[src/rtl/writeback_stage_pkg.sv]
// writeback_stage_pkg
//   Shared core definitions for the writeback stage. It holds the LSU load
//   opcodes carried from MEM and the state type of the load-data FSM.
//   Contents:
//     LD_B / LD_H / LD_W / LD_BU / LD_HU : 4-bit LSU load opcodes
//     wb_state_t                         : EMPTY / FRESH / HELD
package writeback_stage_pkg;

    localparam logic [3:0] LD_B  = 4'b0000;
    localparam logic [3:0] LD_H  = 4'b0001;
    localparam logic [3:0] LD_W  = 4'b0010;
    localparam logic [3:0] LD_BU = 4'b1000;
    localparam logic [3:0] LD_HU = 4'b1001;

    // EMPTY: no load in WB.
    // FRESH: the load's SRAM data is on sram_rd_data this cycle.
    // HELD : the load stalled past its data cycle, so use the hold register.
    typedef enum logic [1:0] {
        EMPTY = 2'd0,
        FRESH = 2'd1,
        HELD  = 2'd2
    } wb_state_t;

endpackage

[src/rtl/writeback_stage_if.sv]
// writeback_stage_if
//   MEM -> WB instruction bus.
//   Modports:
//     master : MEM side, drives every signal
//     slave  : WB side, samples every signal
//   Signals:
//     in_valid      MEM holds a valid instruction
//     in_pc/in_inst instruction PC and encoding
//     in_rw_en      register write enable
//     in_rw_addr    destination register
//     in_rw_data    result, or the byte address for loads
//     in_ram_rd_en  instruction is a load
//     in_lsu_op     LSU opcode
interface writeback_stage_if;

    logic        in_valid;
    logic [31:0] in_pc;
    logic [31:0] in_inst;
    logic        in_rw_en;
    logic [4:0]  in_rw_addr;
    logic [31:0] in_rw_data;
    logic        in_ram_rd_en;
    logic [3:0]  in_lsu_op;

    modport master (
        output in_valid, in_pc, in_inst, in_rw_en, in_rw_addr,
               in_rw_data, in_ram_rd_en, in_lsu_op
    );

    modport slave (
        input  in_valid, in_pc, in_inst, in_rw_en, in_rw_addr,
               in_rw_data, in_ram_rd_en, in_lsu_op
    );

endinterface

[src/rtl/writeback_stage_load_aligner.sv]
// load_aligner
//   Combinational extractor and extender for load data.
//   Ports:
//     word       in  32  word-aligned memory data
//     offset     in  2   byte offset within the word
//     lsu_op     in  4   LSU load opcode
//     data       out 32  aligned and extended load result
//     misaligned out 1   halfword at offset 3, or word at a nonzero offset
module load_aligner
    import writeback_stage_pkg::*;
(
    input  logic [31:0] word,
    input  logic [1:0]  offset,
    input  logic [3:0]  lsu_op,
    output logic [31:0] data,
    output logic        misaligned
);

    logic [7:0]  byte_sel;
    logic [15:0] half_sel;

    always_comb begin
        byte_sel = word[7:0];
        case (offset)
            2'd0:    byte_sel = word[7:0];
            2'd1:    byte_sel = word[15:8];
            2'd2:    byte_sel = word[23:16];
            default: byte_sel = word[31:24];
        endcase
    end

    // Offset 3 is misaligned for a halfword, so its lane choice does not matter.
    always_comb begin
        half_sel = word[15:0];
        case (offset)
            2'd0:    half_sel = word[15:0];
            2'd1:    half_sel = word[23:8];
            default: half_sel = word[31:16];
        endcase
    end

    always_comb begin
        data       = word;
        misaligned = 1'b0;
        case (lsu_op)
            LD_B:  data = {{24{byte_sel[7]}}, byte_sel};
            LD_BU: data = {24'h0, byte_sel};
            LD_H: begin
                data       = {{16{half_sel[15]}}, half_sel};
                misaligned = (offset == 2'd3);
            end
            LD_HU: begin
                data       = {16'h0, half_sel};
                misaligned = (offset == 2'd3);
            end
            LD_W: begin
                data       = word;
                misaligned = (offset != 2'd0);
            end
            default: data = word;
        endcase
    end

endmodule

[src/rtl/writeback_stage.sv]
// writeback_stage
//   Pipeline writeback register plus the load-data path. An instruction
//   captured from MEM retires (writes the register file) in the first
//   non-stalled cycle it sits in WB.
//   Optional feature: define DIFFTEST_EN to add the retirement trace ports.
//   Ports:
//     clk, rst_n            clock; asynchronous active-low reset
//     stall                 hold the WB register, no retirement this cycle
//     flush                 squash the instruction entering WB
//     mem                   MEM -> WB instruction bus (writeback_stage_if.slave)
//     sram_rd_data          read data, valid one cycle after MEM issued the read
//     rf_we/rf_waddr/rf_wdata  register-file write port
//     wb_commit/wb_pc/wb_inst  retirement trace (DIFFTEST_EN only)
module writeback_stage
    import writeback_stage_pkg::*;
(
    input  logic                    clk,
    input  logic                    rst_n,
    input  logic                    stall,
    input  logic                    flush,
    writeback_stage_if.slave        mem,
    input  logic [31:0]             sram_rd_data,
    output logic                    rf_we,
    output logic [4:0]              rf_waddr,
    output logic [31:0]             rf_wdata
`ifdef DIFFTEST_EN
    ,
    output logic                    wb_commit,
    output logic [31:0]             wb_pc,
    output logic [31:0]             wb_inst
`endif
);

    logic        valid;
    logic        rw_en;
    logic [4:0]  rw_addr;
    logic [31:0] rw_data;
    logic        ram_rd_en;
    logic [3:0]  lsu_op;
    logic [31:0] hold_data;

    wb_state_t   state;
    wb_state_t   state_next;

    logic        new_load;
    logic [31:0] load_word;
    logic [31:0] load_data;
    logic        misaligned;

    // A load enters WB only on a non-stalled edge and only when it survives the flush.
    assign new_load = ~stall & mem.in_valid & ~flush & mem.in_ram_rd_en;

    always_ff @(posedge clk or negedge rst_n) begin
        if (!rst_n) begin
            valid     <= 1'b0;
            rw_en     <= 1'b0;
            rw_addr   <= 5'd0;
            rw_data   <= 32'd0;
            ram_rd_en <= 1'b0;
            lsu_op    <= 4'd0;
        end else if (!stall) begin
            valid     <= mem.in_valid & ~flush;
            rw_en     <= mem.in_rw_en;
            rw_addr   <= mem.in_rw_addr;
            rw_data   <= mem.in_rw_data;
            ram_rd_en <= mem.in_ram_rd_en;
            lsu_op    <= mem.in_lsu_op;
        end
    end

`ifdef DIFFTEST_EN
    logic [31:0] pc_q;
    logic [31:0] inst_q;

    always_ff @(posedge clk or negedge rst_n) begin
        if (!rst_n) begin
            pc_q   <= 32'd0;
            inst_q <= 32'd0;
        end else if (!stall) begin
            pc_q   <= mem.in_pc;
            inst_q <= mem.in_inst;
        end
    end

    assign wb_commit = valid & ~stall;
    assign wb_pc     = pc_q;
    assign wb_inst   = inst_q;
`else
    logic unused_trace;
    assign unused_trace = ^{mem.in_pc, mem.in_inst};
`endif

    // Load-data FSM: state register
    always_ff @(posedge clk or negedge rst_n) begin
        if (!rst_n) state <= EMPTY;
        else        state <= state_next;
    end

    // Load-data FSM: next state
    always_comb begin
        state_next = state;
        case (state)
            EMPTY:       state_next = new_load ? FRESH : EMPTY;
            FRESH, HELD: begin
                if (stall)         state_next = HELD;
                else if (new_load) state_next = FRESH;
                else               state_next = EMPTY;
            end
            default:     state_next = EMPTY;
        endcase
    end

    // Load-data FSM: output. SRAM data is only valid in the FRESH cycle, so
    // later stalled cycles read the copy captured during FRESH.
    always_comb begin
        load_word = sram_rd_data;
        if (state == HELD) load_word = hold_data;
    end

    always_ff @(posedge clk or negedge rst_n) begin
        if (!rst_n)              hold_data <= 32'd0;
        else if (state == FRESH) hold_data <= sram_rd_data;
    end

    load_aligner u_load_aligner (
        .word       (load_word),
        .offset     (rw_data[1:0]),
        .lsu_op     (lsu_op),
        .data       (load_data),
        .misaligned (misaligned)
    );

    // Gating with stall makes each instruction write exactly once, in its retiring cycle.
    assign rf_we    = valid & rw_en & (rw_addr != 5'd0) & ~stall
                      & ~(ram_rd_en & misaligned);
    assign rf_waddr = rw_addr;
    assign rf_wdata = ram_rd_en ? load_data : rw_data;

endmodule

[src/flat_wrapper.sv]
// flat-port wrapper written by rule: the top's interface ports become plain ports
module writeback_stage_flat import writeback_stage_pkg::*;
  (clk, rst_n, stall, flush, sram_rd_data, rf_we, rf_waddr, rf_wdata, mem_in_valid, mem_in_pc, mem_in_inst, mem_in_rw_en, mem_in_rw_addr, mem_in_rw_data, mem_in_ram_rd_en, mem_in_lsu_op);
  writeback_stage_if mem_i ();
  input  logic clk;
  input  logic rst_n;
  input  logic stall;
  input  logic flush;
  input  logic [31:0] sram_rd_data;
  output logic rf_we;
  output logic [4:0] rf_waddr;
  output logic [31:0] rf_wdata;
  input wire logic [$bits(mem_i.in_valid)-1:0] mem_in_valid;
  input wire logic [$bits(mem_i.in_pc)-1:0] mem_in_pc;
  input wire logic [$bits(mem_i.in_inst)-1:0] mem_in_inst;
  input wire logic [$bits(mem_i.in_rw_en)-1:0] mem_in_rw_en;
  input wire logic [$bits(mem_i.in_rw_addr)-1:0] mem_in_rw_addr;
  input wire logic [$bits(mem_i.in_rw_data)-1:0] mem_in_rw_data;
  input wire logic [$bits(mem_i.in_ram_rd_en)-1:0] mem_in_ram_rd_en;
  input wire logic [$bits(mem_i.in_lsu_op)-1:0] mem_in_lsu_op;
  assign mem_i.in_valid = mem_in_valid;
  assign mem_i.in_pc = mem_in_pc;
  assign mem_i.in_inst = mem_in_inst;
  assign mem_i.in_rw_en = mem_in_rw_en;
  assign mem_i.in_rw_addr = mem_in_rw_addr;
  assign mem_i.in_rw_data = mem_in_rw_data;
  assign mem_i.in_ram_rd_en = mem_in_ram_rd_en;
  assign mem_i.in_lsu_op = mem_in_lsu_op;
  writeback_stage u_core (.clk(clk), .rst_n(rst_n), .stall(stall), .flush(flush), .mem(mem_i), .sram_rd_data(sram_rd_data), .rf_we(rf_we), .rf_waddr(rf_waddr), .rf_wdata(rf_wdata));
endmodule
[config.mk]
export PLATFORM = sky130hd
export DESIGN_NAME = writeback_stage_flat
export DESIGN_NICKNAME = d
export VERILOG_FILES = /design/src/rtl/writeback_stage_pkg.sv /design/src/rtl/writeback_stage_if.sv /design/src/rtl/writeback_stage_load_aligner.sv /design/src/rtl/writeback_stage.sv /design/src/flat_wrapper.sv
export SDC_FILE = /design/constraint.sdc
export NUM_CORES = 1
export LEC_CHECK = 0
export ABC_CLOCK_PERIOD_IN_PS = 3160
export BUFFER_PORTS_ARGS = -buffer_cell sky130_fd_sc_hd__buf_4
export CAP_MARGIN = 20
export CORE_MARGIN = 2
export CORE_UTILIZATION = 45
export CTS_CLUSTER_SIZE = 16
export DETAILED_ROUTE_END_ITERATION = 16
export PLACE_DENSITY = 0.74
export SLEW_MARGIN = 30
export SYNTH_ARGS = -nofsm -noshare
export SYNTH_HDL_FRONTEND = slang
export SYNTH_HIERARCHICAL = 1
export SYNTH_SLANG_ARGS = --single-unit
[constraint.sdc]
create_clock -name clk -period 3.16 [get_ports clk]
set_input_delay 0.158 -clock clk [delete_from_list [all_inputs] [get_ports clk]]
set_output_delay 0.158 -clock clk [all_outputs]
set_load 0.01 [all_outputs]
==> flow_summary_export.csv, run 1 <==
group,metric,value,unit
synthesis,yosys.area.top_type,"dfrtp_1",
global_route,grt_pass1_wl,18830,um
worst_setup_path,crit_arrival,2.86,ns
worst_setup_path,reg2reg_slack,1.63,ns
power,fin_total_pwr,2.959,mW
finish,drive_gt1_share,59.37,%
synthesis,synth_compound_area_share,9.236,%
synthesis,synth_area_leaders,"dfrtp_1, mux2_2, o211ai_2, nand2_1, mux2i_1",
finish,area_growth,23.23,%
global_route,grt_max_degree,79,
synthesis,syn-cell-area,0.004863,mm2
cts,clock-sinks,78,
timing,setup_ws,0.1412,ns
timing,period_needed,3.019,ns
global_route,antenna_found_initial,0,
cts,cts_buffers,9,
timing,clock_skew,0.006542,ns
synthesis,seq_area_frac_synth,40.13,%
routing,routed_wl,11940,um
synthesis,synth_edf_count,0,
timing,final-hold-violation-count,0,
synthesis,async_flop_share,100.0,%
worst_setup_path,cpMostUsedCell,"mux2_2",
placement,placed_cells,626,
worst_hold_path,holdCritPathClass,"primary input to flip-flop",
cts,htreeDepth,3,
synthesis,yosys.area.top_type_share,40.13,%
power,p_per_area,493.8,mW/mm2
placement,dp_hpwl,8718,um
timing,report.final.setup_viol,0,
synthesis,synth_top_family_by_area,"multiplexers",
placement,io_buffers,117,
synthesis,yosys.area_share.simple,8.747,%
finish,nets,650,
timing,timing.final.crit_share,95.53,%
timing,grt_setup_unrepaired,"false",
routing,antenna_left,0,
job,max-cap-violations,0,
timing,tns,0,ns
cts,clkTransAtPathRegs,0.08,ns
synthesis,synth-xor-area-share,0,%
power,switchingPower,0.8422,mW
synthesis,synth-main-ff-cell,"dfrtp_1",
floorplanning,io-pin-count,182,
timing,worst_pin_slew,0.9033,ns
power,switching_share,28.46,%
global_route,grt_pass1_vias,3630,
timing,clock.fmax,331.3,MHz
placement,dp_slack,0.4546,ns
timing,slew_viol_final,0,
routing,routed_via_density,5.468,
synthesis,ys_ff_latch,78,
finish,antenna_cells,0,
synthesis,ys_warn_count,6,
synthesis,post_synth_inst_count,400,
power,power_frac_seq,42.4,%
floorplanning,die_h,108.0,um
global_route,use_met2,33.33,%
power,p_int,2.117,mW
global_route,grt_use_met3,5.003,%
global_route,globalRoute.totalOverflow,0,
worst_setup_path,crit_required,3.00,ns
synthesis,syn-num-nets,548,
worst_setup_path,worstSetupPathType,"flip-flop to output pin",
worst_setup_path,cp-end-kind,"output pin",
floorplanning,die_area,0.01166,mm2
power,p_comb_share,28.6,%
routing,drt_iter0_drc,230,
worst_setup_path,critPathSlowestCell,"mux4_2",
worst_setup_path,endpoint,"rf_wdata[23]",
finish,instances_no_fill,643,
power,vdd_drop_max,0.3236,mV
floorplanning,core,0.01042,mm2
worst_setup_path,worst-r2r-cell-count,4,
synthesis,synthMuxAreaShare,36.09,%
worst_setup_path,cp-start-kind,"flip-flop",
floorplanning,num_rows,37,
global_route,grt_use_total,21.10,%
synthesis,yosys.cell_types.count,42,
synthesis,ys_top_cells_by_count,"mux2_2, dfrtp_1, nand2_1, o211ai_1",
cts,root_buffer,"clkbuf_8",
routing,wl_per_cell,18.57,um
run_status,status,"finished clean",
power,clockPowerShare,29.0,%
worst_setup_path,cp_max_fo,16,
routing,drt_first_pass_iters,4,
timing,relSlewSlack,39.78,%
power,total_leakage_power,2.661,nW
worst_setup_path,slowest_delay,0.51,ns
worst_setup_path,critPathLaunch,"u_core/state[0]$_DFF_PN0_",
global_route,busiest_layer,"met2",
worst_setup_path,r2r_end,"u_core/hold_data[13]$_DFFE_PN0N_",
cts,clock_latency,0.35,ns
floorplanning,start_util,46.69,%
synthesis,synth_most_common_cell,"mux2_2",
synthesis,syn_avg_cell_area,12.16,um2
global_route,grt.met1_usage,28.58,%
cts,cts.path.max_buffers,2,
placement,gp_congestion,0.8877,
routing,vias,3516,
cts,cts_tree,"done",
synthesis,synth_adder_area_share,1.029,%
floorplanning,die_w,108.0,um
worst_setup_path,r2r-start,"u_core/state[1]$_DFF_PN0_",
worst_setup_path,crit_chain,"inv_1 -> ha_2 -> mux2_2 -> mux4_2 -> nand3_4 -> o211ai_1 -> mux2_2 -> buf_4",
routing,drc,0,
-- layer usage --
layer | vias up | share of wire [%]
met5 | - | 0
met4 | 0 | 2.2
met3 | 16 | 7.3
met2 | 125 | 47
met1 | 1698 | 44
li1 | 1677 | -
-- how the worst min path moves through the flow --
stage	start	endpoint	slack (ns)	depth (start not counted)
after floorplan	rst_n	u_core/hold_data[0]$_DFFE_PN0N_	-0.14	0
after global placement	rst_n	u_core/hold_data[18]$_DFFE_PN0N_	0.39	1
after detailed placement	rst_n	u_core/hold_data[16]$_DFFE_PN0N_	0.25	1
after CTS	mem_in_rw_data[29]	u_core/rw_data[29]$_DFFE_PN0N_	0.01	2
after global routing	mem_in_rw_data[24]	u_core/rw_data[24]$_DFFE_PN0N_	0.02	2
final	mem_in_ram_rd_en	u_core/ram_rd_en$_DFFE_PN0N_	0.02	3
-- worst max-delay path: cells and delay by family (launching register included) --
kind | cells | cell delay [ns]
AOI/OAI and AO/OA | 1 | 0.15
adders and majority gates | 1 | 0.26
buffers and inverters | 2 | 0.23
DFF | 1 | 0.41
muxes | 3 | 1.22
and+or+nand+nor | 1 | 0.23
-- state kept, by name, summed over array words and instances (netlist names) --
name,count
u_core/hold_data,32
u_core/rw_data,32
u_core/rf_waddr,5
u_core/lsu_op,4
u_core/state,2
u_core/ram_rd_en,1
u_core/rw_en,1
u_core/valid,1
-- cell usage in the layout (no fill, tap or decap), types with 2 or more instances in the layout --
master | Yosys | final
nand2b_1 | 11 | 11
and3_1 | 8 | 8
a21oi_1 | 2 | 2
nand2_1 | 27 | 27
clkbuf_8 | 0 | 11
mux2_2 | 141 | 141
dfrtp_1 | 78 | 78
a221o_1 | 7 | 7
o31ai_1 | 8 | 8
and3b_1 | 2 | 2
nor2_1 | 11 | 11
ha_1 | 4 | 3
buf_4 | 8 | 122
o211ai_2 | 11 | 11
inv_1 | 2 | 2
o21ai_0 | 8 | 8
bufinv_16 | 0 | 2
mux2i_1 | 10 | 10
buf_6 | 5 | 2
o211ai_1 | 13 | 13
mux2_1 | 4 | 4
-- power groups by stage --
stage               sequential [mW]  clock, mW  combinational [mW]
floorplan                      1.24          0               0.553
global placement               1.26          0               0.825
detailed placement             1.28          0               0.845
CTS                            1.25      0.882               0.850
global route                   1.28      0.929               0.913
finish                         1.25      0.859               0.845
-- cells by family after synthesis --
family / count (synthesis)
fa+ha+maj: 4
compound gates: 52
flops: 78
mux: 156
simple gates: 74
buf+inv: 36
-- metrics by stage --
stage	hold WS [ns]	area [um2]	utilization (%)
5_1_grt	0.01578	5993	57.54
2_1_floorplan	-0.1376	4863	-
3_3_place_gp	0.3861	5741	55.11
4_1_cts	0.01007	5987	57.48
6_report	0.01821	5993	57.54
3_5_place_dp	0.2496	5744	55.15
-- layout make-up --
cell class              instances  area, um2
inverters                       2      7.507
repair buffers                125      948.4
clock buffers                  11      151.4
fillers                       888       4423
flip-flops and latches         78       1952
well taps                     136      170.2
clock inverters                 5      81.33
multi-input cells             286       2683
-- timing repair --
action	in CTS	in global routing
endpoints found under the setup margin	0	23
hold endpoints to repair	78	0
hold buffers	1	0
buffers inserted	0	0
resized for setup	0	2
(Power assumes the default switching activity.)
==> inputs of run 2 (changes only) <==
- CELL_PAD_IN_SITES_DETAIL_PLACEMENT: unset -> 1
- CELL_PAD_IN_SITES_GLOBAL_PLACEMENT: unset -> 2
- CORE_UTILIZATION: 45 -> 31
- PLACE_DENSITY: 0.74 -> unset
- PLACE_DENSITY_LB_ADDON: unset -> 0.1
==> flow_summary_export.csv, run 2 (synthesized netlist as in run 1, its figures left out) <==
group,metric,value,unit
timing,grt_setup_unrepaired,"false",
worst_setup_path,r2r-start,"u_core/state[1]$_DFF_PN0_",
worst_hold_path,holdCritPathClass,"primary input to flip-flop",
routing,highest_layer,"met4",
finish,final_common_cell,"mux2_2",
routing,drt_first_pass_iters,4,
worst_setup_path,r2r_end,"u_core/hold_data[7]$_DFFE_PN0N_",
finish,nets,654,
floorplanning,start_util,31.87,%
global_route,grt_use_total,16.82,%
floorplanning,core,0.01526,mm2
worst_setup_path,slowest_delay,0.57,ns
finish,drive_gt1_share,59.69,%
cts,root_buffer,"clkbuf_16",
cts,clock_latency,0.34,ns
timing,timing.final.crit_share,94.97,%
cts,clock-sinks,78,
job,max-cap-violations,0,
finish,stdcell_area,0.006235,mm2
global_route,grt_max_degree,62,
worst_setup_path,endpoint,"rf_wdata[23]",
worst_setup_path,worst-r2r-cell-count,4,
worst_setup_path,worstSetupPathType,"flip-flop to output pin",
placement,dp_slack,0.3085,ns
worst_setup_path,critPathSlowestCell,"mux4_2",
timing,slew_viol_final,0,
placement,placed_area,0.005857,mm2
timing,clock.fmax,333.2,MHz
worst_setup_path,cp-start-kind,"flip-flop",
finish,area_growth,28.20,%
cts,cts_tree,"done",
routing,drt-met1-wl,6276,um
worst_setup_path,crit_chain,"inv_1 -> ha_4 -> mux2_2 -> mux4_2 -> nand3_4 -> o211ai_1 -> mux2_2 -> buf_4",
worst_setup_path,cpMostUsedCell,"mux2_2",
routing,vias,3545,
worst_setup_path,cp-end-kind,"output pin",
timing,worst_pin_slew,0.8363,ns
global_route,grt_pass1_wl,21010,um
worst_setup_path,critPathLaunch,"u_core/state[0]$_DFF_PN0_",
finish,fill_cells,1615,
floorplanning,io-pin-count,182,
routing,routed_wl,13560,um
routing,antenna_left,0,
timing,final-hold-violation-count,0,
routing,drc,0,
power,total_leakage_power,2.725,nW
global_route,antenna_found_initial,0,
run_status,status,"finished clean",
timing,period_needed,3.001,ns
worst_setup_path,cp_max_fo,8,
cts,clkTransAtPathRegs,0.06,ns
timing,clock_skew,0.005032,ns
placement,dp_hpwl,10040,um
routing,dr_wl_met2,6523,um
global_route,globalRoute.totalOverflow,0,
timing,report.final.setup_viol,0,
worst_setup_path,reg2reg_slack,1.55,ns
routing,drt_iter0_drc,149,
routing,routed_via_density,4.910,
global_route,grt_pass1_vias,3719,
worst_setup_path,crit_required,3.00,ns
placement,io_buffers,117,
power,vdd_drop_max,0.3492,mV
cts,cts.path.max_buffers,2,
floorplanning,die_w,129.3,um
floorplanning,num_rows,45,
cts,cts_buffers,9,
placement,gp_congestion,0.7589,
floorplanning,die_area,0.01671,mm2
timing,relSlewSlack,44.25,%
timing,setup_ws,0.1588,ns
cts,htreeDepth,3,
routing,wl_met3,578,um
finish,antenna_cells,0,
routing,wl_per_cell,18.78,um
timing,tns,0,ns
worst_setup_path,crit_arrival,2.84,ns
floorplanning,die_h,129.3,um
power,p_per_area,528.8,mW/mm2
finish,layout_common_cells,"mux2_2, buf_4, dfrtp_1, nand2_1, o211ai_1",
-- run 2: cell count changes in the layout (fill, tap and decap cells not counted), moves of 2 or more --
| cell | before | now |
|---|---|---|
| buf_4 | 122 | 127 |
| buf_6 | 2 | 0 |
| clkbuf_16 | 0 | 9 |
| clkbuf_8 | 11 | 0 |
| clkinv_2 | 1 | 3 |
-- run 2: worst min path at each step --
stage | from | to | slack (ns) | depth (start not counted)
floorplan | rst_n | u_core/hold_data[0]$_DFFE_PN0N_ | -0.14 | 0
finish | sram_rd_data[8] | u_core/hold_data[8]$_DFFE_PN0N_ | 0.04 | 2
CTS | sram_rd_data[8] | u_core/hold_data[8]$_DFFE_PN0N_ | 0.02 | 2
global route | mem_in_rw_data[14] | u_core/rw_data[14]$_DFFE_PN0N_ | 0.03 | 2
global placement | rst_n | u_core/hold_data[20]$_DFFE_PN0N_ | 0.32 | 1
detailed placement | rst_n | u_core/hold_data[11]$_DFFE_PN0N_ | 0.33 | 1
-- run 2: area by class of cell --
cell class / count / area, um2 / share of cell area [%]
Tap cell: 211 / 264.0 / 4.234
Timing Repair Buffer: 128 / 963.4 / 15.45
Sequential cell: 78 / 1952 / 31.31
Clock buffer: 9 / 225.2 / 3.612
Clock inverter: 7 / 112.6 / 1.806
Inverter: 2 / 7.507 / 0.1204
Multi-Input combinational cell: 287 / 2710 / 43.47
-- run 2: metrics by stage --
stage | instances | hold WS, ns | util (%) | power, mW
final | 722 | 0.03747 | 40.86 | 3.297
after global routing | 722 | 0.03133 | 40.86 | 3.491
after CTS | 721 | 0.02183 | 40.68 | 3.352
after detailed placement | 704 | 0.3290 | 38.38 | 2.144
after global placement | 704 | 0.3177 | 38.38 | 2.119
after floorplan | 400 | -0.1376 | - | 1.792
-- run 2: critical path: cells and delay by family, from the launching register on --
kind,cells,cell delay (ns)
buf+inv,2,0.27
mux,3,1.28
compound gates,1,0.13
flops,1,0.41
fa+ha+maj,1,0.21
simple gates,1,0.18
-- run 2: where the power goes --
group          internal, mW  switching (mW)  total [mW]
registers              1.16           0.100        1.26
logic                 0.474           0.382       0.856
clock network         0.767           0.414        1.18
-- run 2: repair_timing --
action	CTS	global route
buffers inserted	0	0
gates cloned	0	1
resized for setup	1	2
setup endpoints to repair	21	23
hold buffers	1	0
endpoints found under the hold margin	59	0
-- run 2: per-layer routing --
metal	GRT usage, %	up-vias
met5	0	-
met4	5.754	0
met3	3.633	10
met2	26.56	85
met1	22.89	1768
li1	-	1682
